File: config.mk
export PLATFORM = sky130hd
export DESIGN_NAME = anc_sample_sequencer
export DESIGN_NICKNAME = d
export VERILOG_FILES = /design/src/rtl/anc_pkg.sv /design/src/rtl/anc_tap_counter.sv /design/src/rtl/anc_sample_sequencer.sv
export SDC_FILE = /design/constraint.sdc
export NUM_CORES = 1
export LEC_CHECK = 0
export BUFFER_PORTS_ARGS = -buffer_cell sky130_fd_sc_hd__buf_4
export CORE_MARGIN = 3
export CORE_UTILIZATION = 43
export DETAILED_ROUTE_END_ITERATION = 16
export PLACE_DENSITY = 0.72
export RECOVER_POWER = 100
export SLEW_MARGIN = 20
export SYNTH_ARGS = -nofsm -noshare
export SYNTH_HDL_FRONTEND = slang
export SYNTH_SLANG_ARGS = --single-unit
File: constraint.sdc
create_clock -name clk -period 1.8 [get_ports clk]
set_clock_uncertainty 0.2 [all_clocks]
set_input_delay 0.18 -clock clk [delete_from_list [all_inputs] [get_ports clk]]
set_output_delay 0.18 -clock clk [all_outputs]
set_load 0.02 [all_outputs]
File: src/rtl/anc_pkg.sv
// Shared definitions for the ANC per-sample sequencer: state encoding and default sizes.
package anc_pkg;

   localparam int ANC_NUM_TAPS = 32;
   localparam int ANC_TAP_W    = 5;
   localparam int ANC_SAMPLE_W = 16;

   typedef enum logic [2:0] {
      ST_IDLE     = 3'd0,
      ST_LOAD     = 3'd1,
      ST_WAIT_BUF = 3'd2,
      ST_FILTER   = 3'd3,
      ST_UPDATE   = 3'd4,
      ST_DONE     = 3'd5
   } anc_state_e;

endpackage

File: src/rtl/anc_tap_counter.sv
// Tap address counter: counts up from 0 while stepping, flags the last tap, returns to 0 on clear.
module anc_tap_counter
   import anc_pkg::*;
#(
   parameter int NUM_TAPS = ANC_NUM_TAPS,
   parameter int TAP_W    = ANC_TAP_W
) (
   input  logic             clk,
   input  logic             rst_n,
   input  logic             clear_i,
   input  logic             step_i,
   output logic [TAP_W-1:0] tap_idx_o,
   output logic             last_o
);

   localparam logic [TAP_W-1:0] LAST_TAP = TAP_W'(NUM_TAPS - 1);

   logic [TAP_W-1:0] tap_q, tap_d;

   // Saturates on the last tap so the address never wraps.
   always_comb begin
      tap_d = tap_q;
      if (clear_i)
         tap_d = '0;
      else if (step_i && (tap_q != LAST_TAP))
         tap_d = tap_q + TAP_W'(1);
   end

   always_ff @(posedge clk or negedge rst_n) begin
      if (!rst_n)
         tap_q <= '0;
      else
         tap_q <= tap_d;
   end

   assign tap_idx_o = tap_q;
   assign last_o    = (tap_q == LAST_TAP);

endmodule

File: src/rtl/anc_sample_sequencer.sv
// Per-sample ANC control FSM: load, wait for capture, FIR pass, optional LMS pass, output ready.
// Optional overrun counter output enabled by defining ANC_OVERRUN_CNT_EN.
//
//   state    | meaning
//   ---------+------------------------------------------------
//   IDLE     | waiting for an enabled sample_req
//   LOAD     | strobe capture register, latch adapt_en
//   WAIT_BUF | waiting for capture register outvalid
//   FILTER   | FIR MAC across all taps
//   UPDATE   | LMS weight update across all taps
//   DONE     | anti-noise output ready; may chain next sample
module anc_sample_sequencer
   import anc_pkg::*;
#(
   parameter int NUM_TAPS = ANC_NUM_TAPS,
   parameter int TAP_W    = ANC_TAP_W
) (
   input  logic             clk,
   input  logic             rst_n,
   input  logic             enable,
   input  logic             adapt_en,
   input  logic             sample_req,
   output logic             buf_load,
   input  logic             buf_valid,
   output logic [TAP_W-1:0] tap_idx,
   output logic             mac_en,
   output logic             mac_clr,
   output logic             wupd_en,
   output logic             y_valid,
   output logic             busy,
   output logic             overrun,
   input  logic             overrun_clr
`ifdef ANC_OVERRUN_CNT_EN
   ,
   output logic [7:0]       overrun_cnt
`endif
);

   anc_state_e state_q, state_d;
   logic       adapt_q, adapt_d;
   logic       overrun_q, overrun_d;
   logic       drop;
   logic       tap_last;
   logic       in_tap_phase;

   assign in_tap_phase = enable && ((state_q == ST_FILTER) || (state_q == ST_UPDATE));

   anc_tap_counter #(
      .NUM_TAPS (NUM_TAPS),
      .TAP_W    (TAP_W)
   ) u_tap_counter (
      .clk       (clk),
      .rst_n     (rst_n),
      .clear_i   (!in_tap_phase || tap_last),
      .step_i    (in_tap_phase),
      .tap_idx_o (tap_idx),
      .last_o    (tap_last)
   );

   always_comb begin
      state_d = state_q;
      adapt_d = adapt_q;
      drop    = 1'b0;
      if (!enable) begin
         state_d = ST_IDLE;
      end else begin
         case (state_q)
            ST_IDLE: if (sample_req) state_d = ST_LOAD;
            ST_LOAD: begin
               adapt_d = adapt_en;
               drop    = sample_req;
               state_d = ST_WAIT_BUF;
            end
            ST_WAIT_BUF: begin
               drop = sample_req;
               if (buf_valid) state_d = ST_FILTER;
            end
            ST_FILTER: begin
               drop = sample_req;
               if (tap_last) state_d = adapt_q ? ST_UPDATE : ST_DONE;
            end
            ST_UPDATE: begin
               drop = sample_req;
               if (tap_last) state_d = ST_DONE;
            end
            ST_DONE: state_d = sample_req ? ST_LOAD : ST_IDLE;
            default: state_d = ST_IDLE;
         endcase
      end
      // A drop in the same cycle as a clear leaves the flag set.
      overrun_d = drop ? 1'b1 : (overrun_clr ? 1'b0 : overrun_q);
   end

   always_ff @(posedge clk or negedge rst_n) begin
      if (!rst_n) begin
         state_q   <= ST_IDLE;
         adapt_q   <= 1'b0;
         overrun_q <= 1'b0;
      end else begin
         state_q   <= state_d;
         adapt_q   <= adapt_d;
         overrun_q <= overrun_d;
      end
   end

   assign buf_load = (state_q == ST_LOAD);
   assign mac_en   = (state_q == ST_FILTER);
   assign mac_clr  = (state_q == ST_FILTER) && (tap_idx == '0);
   assign wupd_en  = (state_q == ST_UPDATE);
   assign y_valid  = (state_q == ST_DONE);
   assign busy     = (state_q != ST_IDLE);
   assign overrun  = overrun_q;

`ifdef ANC_OVERRUN_CNT_EN
   logic [7:0] ovr_cnt_q, ovr_cnt_d;

   always_comb begin
      ovr_cnt_d = ovr_cnt_q;
      if (drop && overrun_clr)
         ovr_cnt_d = 8'd1;
      else if (overrun_clr)
         ovr_cnt_d = 8'd0;
      else if (drop && (ovr_cnt_q != 8'hFF))
         ovr_cnt_d = ovr_cnt_q + 8'd1;
   end

   always_ff @(posedge clk or negedge rst_n) begin
      if (!rst_n)
         ovr_cnt_q <= 8'd0;
      else
         ovr_cnt_q <= ovr_cnt_d;
   end

   assign overrun_cnt = ovr_cnt_q;
`endif

endmodule

== Word-level counts from Yosys, hierarchy flattened ==
Cells that the tools add are included.
Storage, ports and cells
  flip-flop bits (word level): 10
  bits of input ports: 7
  word-level logic and storage cells: 44
Operators by class
  add/sub/neg operators: 1
  eq/ne operators: 11
  mux-type cells: 14
  reduce and logical (&&, ||, !) cells: 14
Operators by type and width (count)
  $pmux W3 S6: 1
  $mux W3: 5
  $mux W5: 2
  $eq A3 B2 Y1 const B: 2
  $eq A3 B3 Y1 const B: 2
  $mux W1: 6
  $ne A3 B2 Y1 const B: 2
  $ne A3 B3 Y1 const B: 2
  $add A5 B1 Y5 const B: 1
  $eq A5 B5 Y1 const B: 1
  $logic_not A5 Y1: 1
  $ne A5 B5 Y1 const B: 1
  $reduce_and A4 Y1: 1
  $reduce_bool A2 Y1: 2
  $reduce_or A4 Y1: 1
  $eq A3 B1 Y1 const B: 1
  $logic_and A1 B1 Y1: 3
  $logic_not A3 Y1: 1
  $reduce_bool A3 Y1: 1
  $logic_or A1 B1 Y1: 2
  $reduce_and A2 Y1: 1
  $logic_not A1 Y1: 1

== Logic depth before layout (Yosys ltp) ==
Gate-level depths: netlist of the first run.
  depth in word-level cells: 6
  gate-level depth with buffers: 6
  mapped depth without buffers: 6

== Cells and area by module ==
Synthesis of the first run repeated with hierarchy kept, for this count alone.
Unflattened totals
  cells, all modules: 66
  area total of the unflattened synthesis: 628.1 µm²
By module, submodules not included
  anc_sample_sequencer: instances 1, cells an instance 43, area each 379.1 µm², seq. area each 125.1 µm²
  anc_tap_counter: instances 1, cells an instance 23, area each 249.0 µm², seq. area each 125.1 µm²

== Worst setup path before layout of the first run ==
No wires, ideal clock.
  kind: register -> register
  start: register u_tap_counter.tap_q[0] (netlist: u_tap_counter.tap_idx_o[0])
  end: register state_q[0]
  library setup time: 131 ps
  arrival: 1647 ps
  required time: 1469 ps
  slack: -177 ps
  stages on the path, launching flop included: 7
  buffers on the path: 0
  cell sequence: dfrtp_1 -> ha_1 -> and3_1 -> ha_1 -> mux2_1 -> o221ai_1 -> o22ai_1
Between the ends
  cells in the longest elaborated chain, start to end: 3
RTL lines
  start, declared: line anc_tap_counter.sv:18  | logic [TAP_W-1:0] tap_q, tap_d;
  start signal, assigned: line anc_tap_counter.sv:33  | tap_q <= tap_d;
  $eq A5 B5 Y1 *: line anc_tap_counter.sv:37  | assign last_o = (tap_q == LAST_TAP);
  $ne A3 B2 Y1 (no line)
  $reduce_and A4 Y1 (no line) *
  end signal, assigned: line anc_sample_sequencer.sv:100  | state_q <= state_d;
  end, declared: line anc_sample_sequencer.sv:39  | anc_state_e state_q, state_d;
Mark *: on every way between the ends. The rest lies on a longest branch, timed or not.
A chain may end at the register's enable or synchronous reset.

== Final worst setup path of the first run ==
  start: register u_tap_counter.tap_q[1] (netlist: u_tap_counter.tap_idx_o[1])
  end: register state_q[0]
Same word-level chain as after synthesis.

==> results of run 1 <==
-- Yosys cell counts --
| library cell | instances |
|---|---|
| a21oi_1 | 2 |
| a31oi_1 | 2 |
| and3_1 | 1 |
| and3b_1 | 3 |
| and4b_1 | 1 |
| buf_2 | 1 |
| buf_4 | 1 |
| buf_6 | 1 |
| dfrtp_1 | 10 |
| ha_1 | 3 |
| inv_1 | 6 |
| mux2_1 | 2 |
| nand2_1 | 2 |
| nand2b_1 | 1 |
| nand3_1 | 1 |
| nand4_1 | 1 |
| nor2_1 | 6 |
| nor2b_1 | 3 |
| nor3_1 | 1 |
| nor3b_1 | 3 |
| nor3b_2 | 1 |
| o21ai_0 | 2 |
| o21ai_1 | 1 |
| o21ai_2 | 1 |
| o221ai_1 | 1 |
| o22ai_1 | 1 |
| or3_1 | 1 |
| xnor2_1 | 1 |
| xor2_1 | 1 |
-- flip-flops by register name (all words and copies together) (netlist names) --
signal and flops:
u_tap_counter.tap_idx_o 5, state_q 3, adapt_q 1, overrun 1
-- final cells by class --
| type | instances | area [um2] | share of cell area |
|---|---|---|---|
| Timing Repair Buffer | 29 | 229 | 0.259 |
| Clock buffer | 4 | 26.3 | 0.0297 |
| Tap cell | 14 | 17.5 | 0.0198 |
| Sequential cell | 10 | 256 | 0.290 |
| Multi-Input combinational cell | 42 | 332 | 0.375 |
| Inverter | 6 | 22.5 | 0.0255 |
-- worst max-delay path: stages (launching register included) --
cell	delay (ns)
dfrtp_2	0.44
ha_4	0.17
and3_1	0.17
ha_2	0.17
mux2_4	0.26
o221ai_2	0.13
o22ai_1	0.09
-- worst max-delay path by stage --
stage	startpoint	end	cells after the start
6_report	u_tap_counter.tap_idx_o[1]$_DFF_PN0_	state_q[0]$_DFFE_PN0P_	6
5_1_grt	u_tap_counter.tap_idx_o[1]$_DFF_PN0_	state_q[0]$_DFFE_PN0P_	6
4_1_cts	state_q[0]$_DFFE_PN0P_	mac_clr	3
3_5_place_dp	u_tap_counter.tap_idx_o[0]$_DFF_PN0_	state_q[0]$_DFFE_PN0P_	6
3_3_place_gp	u_tap_counter.tap_idx_o[0]$_DFF_PN0_	state_q[0]$_DFFE_PN0P_	6
2_1_floorplan	u_tap_counter.tap_idx_o[0]$_DFF_PN0_	state_q[0]$_DFFE_PN0P_	6
-- power breakdown --
part / total, W / internal [W] / switching [W]
Sequential: 0.000270 / 0.000244 / 0.0000258
Combinational: 0.000117 / 0.0000602 / 0.0000572
Clock: 0.000162 / 0.0000857 / 0.0000767
Total: 0.000550 / 0.000390 / 0.000160
-- repair_timing --
action                                  in CTS  in global routing
endpoints found under the setup margin       1                  9
hold buffers                                 4                  0
buffers inserted                             0                  5
endpoints found under the hold margin       13                  0
resized for setup                            2                  8
pin swaps                                    0                  2
-- kinds of logic after synthesis --
family                   count (synthesis)  share of synthesized area
AO/OA/AOI/OAI                           10                      0.104
adder cells (fa/ha/maj)                  3                     0.0636
AND/OR/NAND/NOR                         25                      0.263
multiplexers                             2                     0.0381
XOR/XNOR                                 2                     0.0297
flip-flops                              10                      0.424
buffers and inverters                    9                     0.0784
-- per-layer routing --
layer / global-route usage / vias up
met5: 0 / -
met2: 0.251 / 12
met4: 0 / 0
li1: - / 273
met1: 0.207 / 255
met3: 0.0763 / 0
-- cell usage in the layout, fill, tap and decap left out, types with 2 or more instances in the layout --
master / netlist / routed
nor3b_1: 3 / 3
o21ai_0: 2 / 2
clkbuf_4: 0 / 3
and3b_1: 3 / 2
a21oi_1: 2 / 2
dfrtp_2: 0 / 5
inv_1: 6 / 5
a31oi_1: 2 / 2
dfrtp_1: 10 / 5
ha_2: 0 / 2
dlygate4sd3_1: 0 / 4
nor2_1: 6 / 6
clkbuf_1: 0 / 5
nor2b_1: 3 / 2
nand2_1: 2 / 2
buf_4: 1 / 19
-- stage by stage --
| step | hold slack [ns] | worst slack (ns) | util | instances | power (W) |
|---|---|---|---|---|---|
| 5_1_grt | 0.0291 | -0.0378 | 0.735 | 105 | 0.000587 |
| 2_1_floorplan | -0.316 | 0.0119 | - | 61 | 0.000331 |
| 4_1_cts | 0.0221 | 0.00366 | 0.686 | 100 | 0.000549 |
| 3_5_place_dp | -0.184 | 0.0494 | 0.629 | 92 | 0.000378 |
| 3_3_place_gp | -0.186 | 0.0694 | 0.629 | 92 | 0.000376 |
| 6_report | 0.0213 | 0.0452 | 0.735 | 105 | 0.000550 |
==> summary.txt, run 1 <==
Status
  – Status: finished, final reports clean

Yosys
  – Synth unique cells: 29
  – Yosys top cell by area: dfrtp_1
  – Avg Cell Area, Syn: 9.68 um2
  – Post-Synthesis Cell Area: 591 um2
  – Cells after Synth: 61
  – Post-synthesis sequential area ratio: 0.424
  – Yosys top cell area share: 0.424
  – Top post-synthesis cells by area: dfrtp_1 (42%), ha_1 (6.4%), and3b_1 (4.4%)
  – Syn nets: 71
  – Synth Register Bits: 10
  – Yosys warnings: 0

GRT
  – Vias in the first global route: 475
  – First-pass GRT wire length: 2170 um
  – Largest net degree at the start of global routing: 13
  – Overflow after GRT: 0
  – Gr usage total: 0.158
  – Initial antenna violation count: 0

CTS
  – Max clock buf depth: 2
  – Clock Latency Late Sink: 0.26 ns
  – H-tree depth: 1
  – Clock sink total: 10
  – CTS buffer count: 3
  – CTS tree: yes
  – Clock Pin Slew Worst Setup and Hold Paths: 0.07 ns
  – CTS Root Cell: clkbuf_4

Timing
  – Total Neg Setup Slack: 0 ns
  – Worst slew pin tran: 0.576 ns
  – Pins Over Slew Limit: 0
  – FMAX: 0.570 GHz
  – RSZ-0062 raised after global routing: true
  – Final setup viols: 0
  – Tcrit/Tclk final: 0.975
  – Slew margin rel.: 0.616
  – Hold Fails Final Rpt: 0
  – Clock period minus worst slack: 1.75 ns

Finish
  – Final-layout fill cell count: 99
  – Share of post-route cells with drive strength above 1: 0.429
  – Final nets: 102
  – Area Overhead vs Synth: 49.6%
  – Antenna cells: 0
  – Fin area: 883 um2

Routing
  – Uppermost layer routed: met3
  – DRC: 0
  – DRT iter0 DRCs: 14
  – Total Wirelength: 1410 um
  – Routed len/inst: 13.4 um
  – Met1 Routed Length: 641 um
  – Via/cell ratio: 5.14
  – Total iterations of the first detailed-routing run: 3
  – Via Count: 540
  – Routed Antenna Nets: 0
  – DR WL met3: 73 um
  – DR WL met2: 696 um

Die
  – Die area: 1850 um2
  – Initial core utilization: 0.492
  – Core area: 1200 um2
  – Row cnt: 12
  – Die Y: 43.1 um
  – Boundary pin count: 19
  – Chip Width: 43.1 um

Worst hold path
  – Hold path start: sample_req
  – Min-delay worst type: primary input to register
  – WHS Path Cells: 3
  – WHS Endpoint: overrun$_DFFE_PN0P_

Place
  – Final Wtd Congestion: 0.724
  – Final HPWL DP: 949 um
  – Placed cell area: 756 um2
  – Number of I/O port buffers: 18

Worst setup path
  – Reg-to-reg critical path startpoint: u_tap_counter.tap_idx_o[1]$_DFF_PN0_
  – Endpoint class of the critical path: register
  – Crit Path Category: register to register
  – R2R setup slack: 0.05 ns
  – CP arrival: 1.69 ns
  – Worst Path Max Fanout: 4
  – Worst reg2reg endpoint: state_q[0]$_DFFE_PN0P_
  – Reg2reg path depth: 6
  – WP data required: 1.74 ns
  – Critical path startpoint category: register

Power
  – PwrDens: 622 nW/um2
  – Max VDD drop: 0.404 mV
  – Lkg Pwr: 0.393 nW

Flow run
  – Max-Cap Viols: 0
(Power assumes the default switching activity.)
==> inputs of run 2 (changes only) <==
--- a/config.mk
+++ b/config.mk
@@ -6,11 +6,11 @@
 export NUM_CORES = 1
 export LEC_CHECK = 0
 export BUFFER_PORTS_ARGS = -buffer_cell sky130_fd_sc_hd__buf_4
-export CORE_MARGIN = 3
-export CORE_UTILIZATION = 43
+export CORE_AREA = 3 3 40 42
 export DETAILED_ROUTE_END_ITERATION = 16
-export PLACE_DENSITY = 0.72
-export RECOVER_POWER = 100
+export DIE_AREA = 0 0 43 45
+export PLACE_DENSITY = 0.71
+export RECOVER_POWER = 25
 export SLEW_MARGIN = 20
 export SYNTH_ARGS = -nofsm -noshare
 export SYNTH_HDL_FRONTEND = slang
==> constraint.sdc (replaced) <==
create_clock -name clk -period 2.05 [get_ports clk]
set_clock_uncertainty 0.2 [all_clocks]
set_input_delay 0.205 -clock clk [delete_from_list [all_inputs] [get_ports clk]]
set_output_delay 0.205 -clock clk [all_outputs]
set_load 0.02 [all_outputs]
==> run 2 against run 1 <==
- setup slack improved by 0.095 ns
- first-iteration DRC count decreased by 21%
- sequential power down 13%
- worst hold slack lost 0.017 ns
- final area fell by 12%
- clock-buffer cell count is 1 lower
- clock power shrank 19%
- register-to-register slack improved by 0.095 ns
- critical path depth down 3
- global-route usage fell by 1.7 points
- wire length down 15%
- critical path type is now register to primary output
- largest power group unchanged
==> summary.txt, run 2 (synthesis results as in run 1) <==
Finish
  – Area occupied by multi-input gates: 294 um2 (-11%)
  – Area Overhead vs Synth: 31.6%
  – Final nets: 95 (-6.9%)
  – Max reg flops: 5 (unchanged)
  – Most frequent cells in the layout: buf_4 (18), dfrtp_1 (10), inv_1 (6), nor2_1 (6)
  – Antenna cells: 0 (unchanged)
  – Register area: 250 um2 (-2.4%)
  – Filler-free cell count of the finished design: 98 (-6.7%)
  – Most common cell after layout, fill and taps aside: buf_4
  – Final-layout fill cell count: 118 (+19%)
  – Share of post-route cells with drive strength above 1: 0.277 (-0.151)

Timing
  – Pins Over Slew Limit: 0 (unchanged)
  – Tcrit/Tclk final: 0.931
  – Clock period minus worst slack: 1.91 ns
  – Hold slack: 0.00418 ns (-0.0171 ns)
  – Hold Fails Final Rpt: 0 (unchanged)
  – FMAX: 0.524 GHz
  – Final setup viols: 0 (unchanged)
  – Slew margin rel.: 0.624 (+0.00781)
  – RSZ-0062 raised after global routing: false
  – Final WS setup: 0.140 ns (+0.0953 ns)
  – Worst slew pin tran: 0.564 ns (-0.0117 ns)
  – Total Neg Setup Slack: 0 ns (unchanged)

Worst setup path
  – WP data required: 1.64 ns (-0.10 ns)
  – Worst Path Max Fanout: 15 (+11)
  – Critical path's slowest cell: dfrtp_1
  – Max incr delay on CP: 0.60 ns (+0.16 ns)
  – WP buf/inv: 1 (+1)
  – CP cell instances: and3b_1 > and4b_1 > buf_4
  – CP arrival: 1.50 ns (-0.19 ns)
  – Endpoint class of the critical path: primary output
  – Largest delay share family, worst path: flip-flops
  – Critical path startpoint category: register
  – Crit Path Category: register to primary output

GRT
  – First-pass GRT wire length: 2010 um (-7.3%)
  – Vias in the first global route: 454 (-4.4%)
  – Initial antenna violation count: 0 (unchanged)
  – Overflow after GRT: 0 (unchanged)
  – Largest net degree at the start of global routing: 16 (+3)
  – Gr usage total: 0.141 (-0.0172)

Place
  – Final HPWL DP: 881 um (-7.2%)
  – Placed insts: 92 (unchanged)
  – Post-Place Worst Slack: 0.144 ns (+0.0950 ns)
  – Number of I/O port buffers: 18 (unchanged)
  – Final Wtd Congestion: 0.751 (+3.6%)

Status
  – Status: finished, final reports clean

Die
  – Core area: 1280 um2 (+7.0%)
  – Die area: 1940 um2 (+4.4%)
  – Die Y: 45 um (+4.5%)
  – Initial core utilization: 0.460 (-0.0321)
  – Boundary pin count: 19 (unchanged)
  – Chip Width: 43 um (-0.14%)
  – Row cnt: 13 (+1)

Routing
  – DRT iter0 DRCs: 11 (-3)
  – Total Wirelength: 1200 um (-15%)
  – Routed len/inst: 12.2 um (-9.2%)
  – Via/cell ratio: 5.07 (-1.4%)
  – Total iterations of the first detailed-routing run: 4 (+1)
  – Via Count: 497 (-8.0%)
  – Routed Antenna Nets: 0 (unchanged)
  – DRC: 0 (unchanged)

CTS
  – Max clock buf depth: 2 (unchanged)
  – Clock Latency Late Sink: 0.26 ns (about the same)
  – CTS tree: yes
  – Post-CTS setup buffer count: 0 (unchanged)
  – CTS buffer count: 3 (unchanged)
  – CTS Root Cell: clkbuf_4
  – H-tree depth: 1 (unchanged)
  – Clock sink total: 10 (unchanged)
  – Clock Pin Slew Worst Setup and Hold Paths: 0.07 ns (about the same)

Worst hold path
  – Min-delay worst type: primary input to register

Power
  – PwrDens: 587 nW/um2 (-5.6%)
  – Lkg Pwr: 0.376 nW (-4.1%)
  – Max VDD drop: 0.423 mV (+4.7%)

Flow run
  – Max-Cap Viols: 0 (unchanged)
run 2: worst register-to-register path, cell delays in order (launching register included):
cell,delay [ns]
dfrtp_1,0.42
ha_1,0.24
and3_1,0.19
ha_1,0.18
mux2_1,0.29
o221ai_1,0.17
o22ai_1,0.11
run 2: path summary, 6_finish.rpt:
kind | startpoint | endpoint | slack, ns | cells past startpoint
max | state_q[1]$_DFFE_PN0P_ | mac_clr | 0.14 | 3
min | enable | state_q[2]$_DFFE_PN0P_ | 0.004 | 2
max reg2reg | u_tap_counter.tap_idx_o[0]$_DFF_PN0_ | state_q[0]$_DFFE_PN0P_ | 0.14 | 6
min reg2reg | u_tap_counter.tap_idx_o[0]$_DFF_PN0_ | u_tap_counter.tap_idx_o[0]$_DFF_PN0_ | 0.31 | 1
max in group asynchronous | rst_n | u_tap_counter.tap_idx_o[2]$_DFF_PN0_ | 1.03 | 2
min in group asynchronous | rst_n | state_q[2]$_DFFE_PN0P_ | 0.24 | 2
run 2: report_power, final:
part	switching, W	total (W)	internal, W
Sequential	0.0000228	0.000236	0.000213
Combinational	0.0000426	0.0000893	0.0000467
Clock	0.0000635	0.000131	0.0000675
Total	0.000129	0.000456	0.000327
run 2: layout make-up:
type | count | area share
tap | 15 | 0.0242
timing repair buffer | 22 | 0.217
multi-input combinational | 42 | 0.378
inverter | 6 | 0.0290
sequential | 10 | 0.322
clock buffer | 3 | 0.0290
run 2: metrics by stage:
stage	power, W	utilization	cell area [um2]
after floorplan	0.000289	-	591
after global placement	0.000325	0.567	728
after detailed placement	0.000325	0.567	728
after CTS	0.000463	0.608	781
after global routing	0.000487	0.605	777
final	0.000456	0.605	777
run 2: timing repair:
action | CTS | global route
gates resized for setup | 0 | 0
endpoints found under the hold margin | 12 | 0
hold buffers | 3 | 0
run 2: metal layers:
metal	wire [um]	GRT usage
met4	5	0.0181
met5	0	0
met1	594	0.190
met3	80	0.0757
met2	516	0.207
==> inputs of run 3 (changes only) <==
--- a/config.mk
+++ b/config.mk
@@ -7,6 +7,7 @@
 export LEC_CHECK = 0
 export BUFFER_PORTS_ARGS = -buffer_cell sky130_fd_sc_hd__buf_4
 export CORE_AREA = 3 3 40 42
+export CTS_BUF_LIST = sky130_fd_sc_hd__clkbuf_8
 export DETAILED_ROUTE_END_ITERATION = 16
 export DIE_AREA = 0 0 43 45
 export PLACE_DENSITY = 0.71
==> run 3 against run 2 <==
- sequential power hardly changed
- utilization is 1.5 points higher
- wire length fell by 1.7%
- clock power increased by 51%
- via count fell by 1.8%
- setup slack gained 0.0043 ns
- die area is the same
- critical path depth rose by 3
- global-route usage is 0.59 points higher
- power rose by 15%
- combinational power about the same
- critical endpoint is now state_q[0]$_DFFE_PN0P_
- largest cell class unchanged
==> summary.txt, run 3 (synthesis results as in run 1) <==
Status
  – Status: finished, final reports clean

Die
  – Die Y: 45 um (unchanged)
  – Chip Width: 43 um (unchanged)
  – Initial core utilization: 0.460 (unchanged)
  – Boundary pin count: 19 (unchanged)
  – Row cnt: 13 (unchanged)
  – Die area: 1940 um2 (unchanged)
  – Core area: 1280 um2 (unchanged)

Routing
  – Total iterations of the first detailed-routing run: 2 (-2)
  – Via/cell ratio: 4.98 (-1.8%)
  – Total Wirelength: 1180 um (-1.7%)
  – Via Count: 488 (-1.8%)
  – Routed Antenna Nets: 0 (unchanged)
  – DRT iter0 DRCs: 14 (+3)
  – DRC: 0 (unchanged)
  – Routed len/inst: 12.0 um (-1.7%)

CTS
  – Clock Latency Late Sink: 0.23 ns (-0.03 ns)
  – CTS buffer count: 3 (unchanged)
  – CTS Root Cell: clkbuf_8
  – Max clock buf depth: 2 (unchanged)
  – H-tree depth: 1 (unchanged)
  – Post_cts resized: 0 (unchanged)
  – Clock sink total: 10 (unchanged)
  – CTS tree: yes
  – Clock Pin Slew Worst Setup and Hold Paths: 0.05 ns (-0.02 ns)

GRT
  – First-pass GRT wire length: 2060 um (+2.1%)
  – Initial antenna violation count: 0 (unchanged)
  – Gr usage total: 0.147 (+0.00590)
  – Vias in the first global route: 461 (+1.5%)
  – Overflow after GRT: 0 (unchanged)
  – Largest net degree at the start of global routing: 16 (unchanged)

Timing
  – Clock period minus worst slack: 1.91 ns (-0.00435 ns)
  – Final setup viols: 0 (unchanged)
  – Worst slew pin tran: 0.524 ns (-0.0401 ns)
  – Total Neg Setup Slack: 0 ns (unchanged)
  – Hold Fails Final Rpt: 0 (unchanged)
  – Pins Over Slew Limit: 0 (unchanged)
  – RSZ-0062 raised after global routing: false
  – Slew margin rel.: 0.651 (+0.0267)
  – FMAX: 0.525 GHz (+0.23%)
  – Tcrit/Tclk final: 0.929 (-0.00212)

Worst setup path
  – Worst Path Max Fanout: 5 (-10)
  – Endpoint class of the critical path: register
  – CP arrival: 1.81 ns (+0.31 ns)
  – Crit Path Category: register to register
  – Critical path startpoint category: register
  – WP data required: 1.96 ns (+0.32 ns)

Place
  – Final Wtd Congestion: 0.751 (unchanged)
  – Number of I/O port buffers: 18 (unchanged)
  – Final HPWL DP: 881 um (unchanged)

Finish
  – Final nets: 95 (unchanged)
  – Antenna cells: 0 (unchanged)
  – Area Overhead vs Synth: 34.7%
  – Share of post-route cells with drive strength above 1: 0.277 (unchanged)
  – Max reg flops: 5 (unchanged)
  – Most frequent cells in the layout: buf_4 (18), dfrtp_1 (10), inv_1 (6), nor2_1 (6)
  – Final-layout fill cell count: 116 (-1.7%)
  – Most common cell after layout, fill and taps aside: buf_4
  – Layout Utilization: 0.619 (+0.0146)

Power
  – Comb power frac: 0.170 (-0.026)
  – PwrDens: 658 nW/um2 (+12%)
  – Sw Pwr: 0.000135 W (+4.8%)
  – Switch share: 0.258 (-0.0246)
  – Max VDD drop: 0.448 mV (+6.0%)
  – Pint: 0.000389 W (+19%)
  – Clock power share: 0.378 (+0.091)
  – Lkg Pwr: 0.384 nW (+2.1%)
  – Part of the power in registers: 0.452 (-0.065)

Flow run
  – Max-Cap Viols: 0 (unchanged)

Worst hold path
  – Min-delay worst type: primary input to register
run 3: changes by cell type in the layout (fill, tap and decap cells not counted):
cell	delta
clkbuf_4	-3
clkbuf_8	+3
run 3: worst paths after layout:
check                      depth (start not counted)                                    to  slack, ns                                  from
min in group asynchronous                          2  u_tap_counter.tap_idx_o[3]$_DFF_PN0_       0.25                                 rst_n
max in group asynchronous                          2  u_tap_counter.tap_idx_o[0]$_DFF_PN0_       1.04                                 rst_n
setup / recovery                                   6                state_q[0]$_DFFE_PN0P_       0.14  u_tap_counter.tap_idx_o[0]$_DFF_PN0_
hold / removal                                     2                state_q[2]$_DFFE_PN0P_       0.03                                enable
setup reg to reg                                   6                state_q[0]$_DFFE_PN0P_       0.14  u_tap_counter.tap_idx_o[0]$_DFF_PN0_
hold reg to reg                                    1  u_tap_counter.tap_idx_o[0]$_DFF_PN0_       0.30  u_tap_counter.tap_idx_o[0]$_DFF_PN0_
run 3: power by group through the flow:
stage	clock network, W	registers (W)	logic [W]
detailed placement	0	0.000239	0.0000865
CTS	0.000206	0.000236	0.0000913
finish	0.000198	0.000237	0.0000891
floorplan	0	0.000230	0.0000592
global route	0.000220	0.000240	0.0000979
global placement	0	0.000239	0.0000862
run 3: area by class of cell:
type                    instances  area, um2  area share
multi-input cells              42        294       0.369
repair buffers                 22        169       0.212
well taps                      15       18.8      0.0236
flip-flops and latches         10        250       0.314
inverters                       6       22.5      0.0283
clock buffers                   3       41.3      0.0519
run 3: per-layer routing:
layer	GRT usage	share of wire	up-vias	wire, um
met2	0.210	0.45	13	531
met5	0	0	-	0
met4	0.0361	0	0	0
met1	0.190	0.47	219	551
met3	0.0876	0.079	0	93
li1	-	-	256	-
run 3: worst max-delay path, cell delays in order (launching register included):
cell,delay (ns)
dfrtp_1,0.41
ha_1,0.24
and3_1,0.18
ha_1,0.18
mux2_1,0.29
o221ai_1,0.17
o22ai_1,0.11
run 3: repair_timing:
| item | 4_1_cts | 5_1_grt |
|---|---|---|
| hold buffers | 3 | 0 |
| endpoints found under the hold margin | 12 | 0 |
| buffers inserted | 0 | 0 |
run 3: per-stage QoR:
stage / hold slack, ns / instances / total power (W) / setup slack, ns / instance area, um2
6_report: 0.0344 / 98 / 0.000524 / 0.145 / 796
5_1_grt: 0.0526 / 98 / 0.000558 / 0.0362 / 796
4_1_cts: 0.0331 / 98 / 0.000533 / 0.143 / 800
3_5_place_dp: -0.158 / 92 / 0.000325 / 0.144 / 728
3_3_place_gp: -0.159 / 92 / 0.000325 / 0.185 / 728
2_1_floorplan: -0.291 / 61 / 0.000289 / 0.0726 / 591
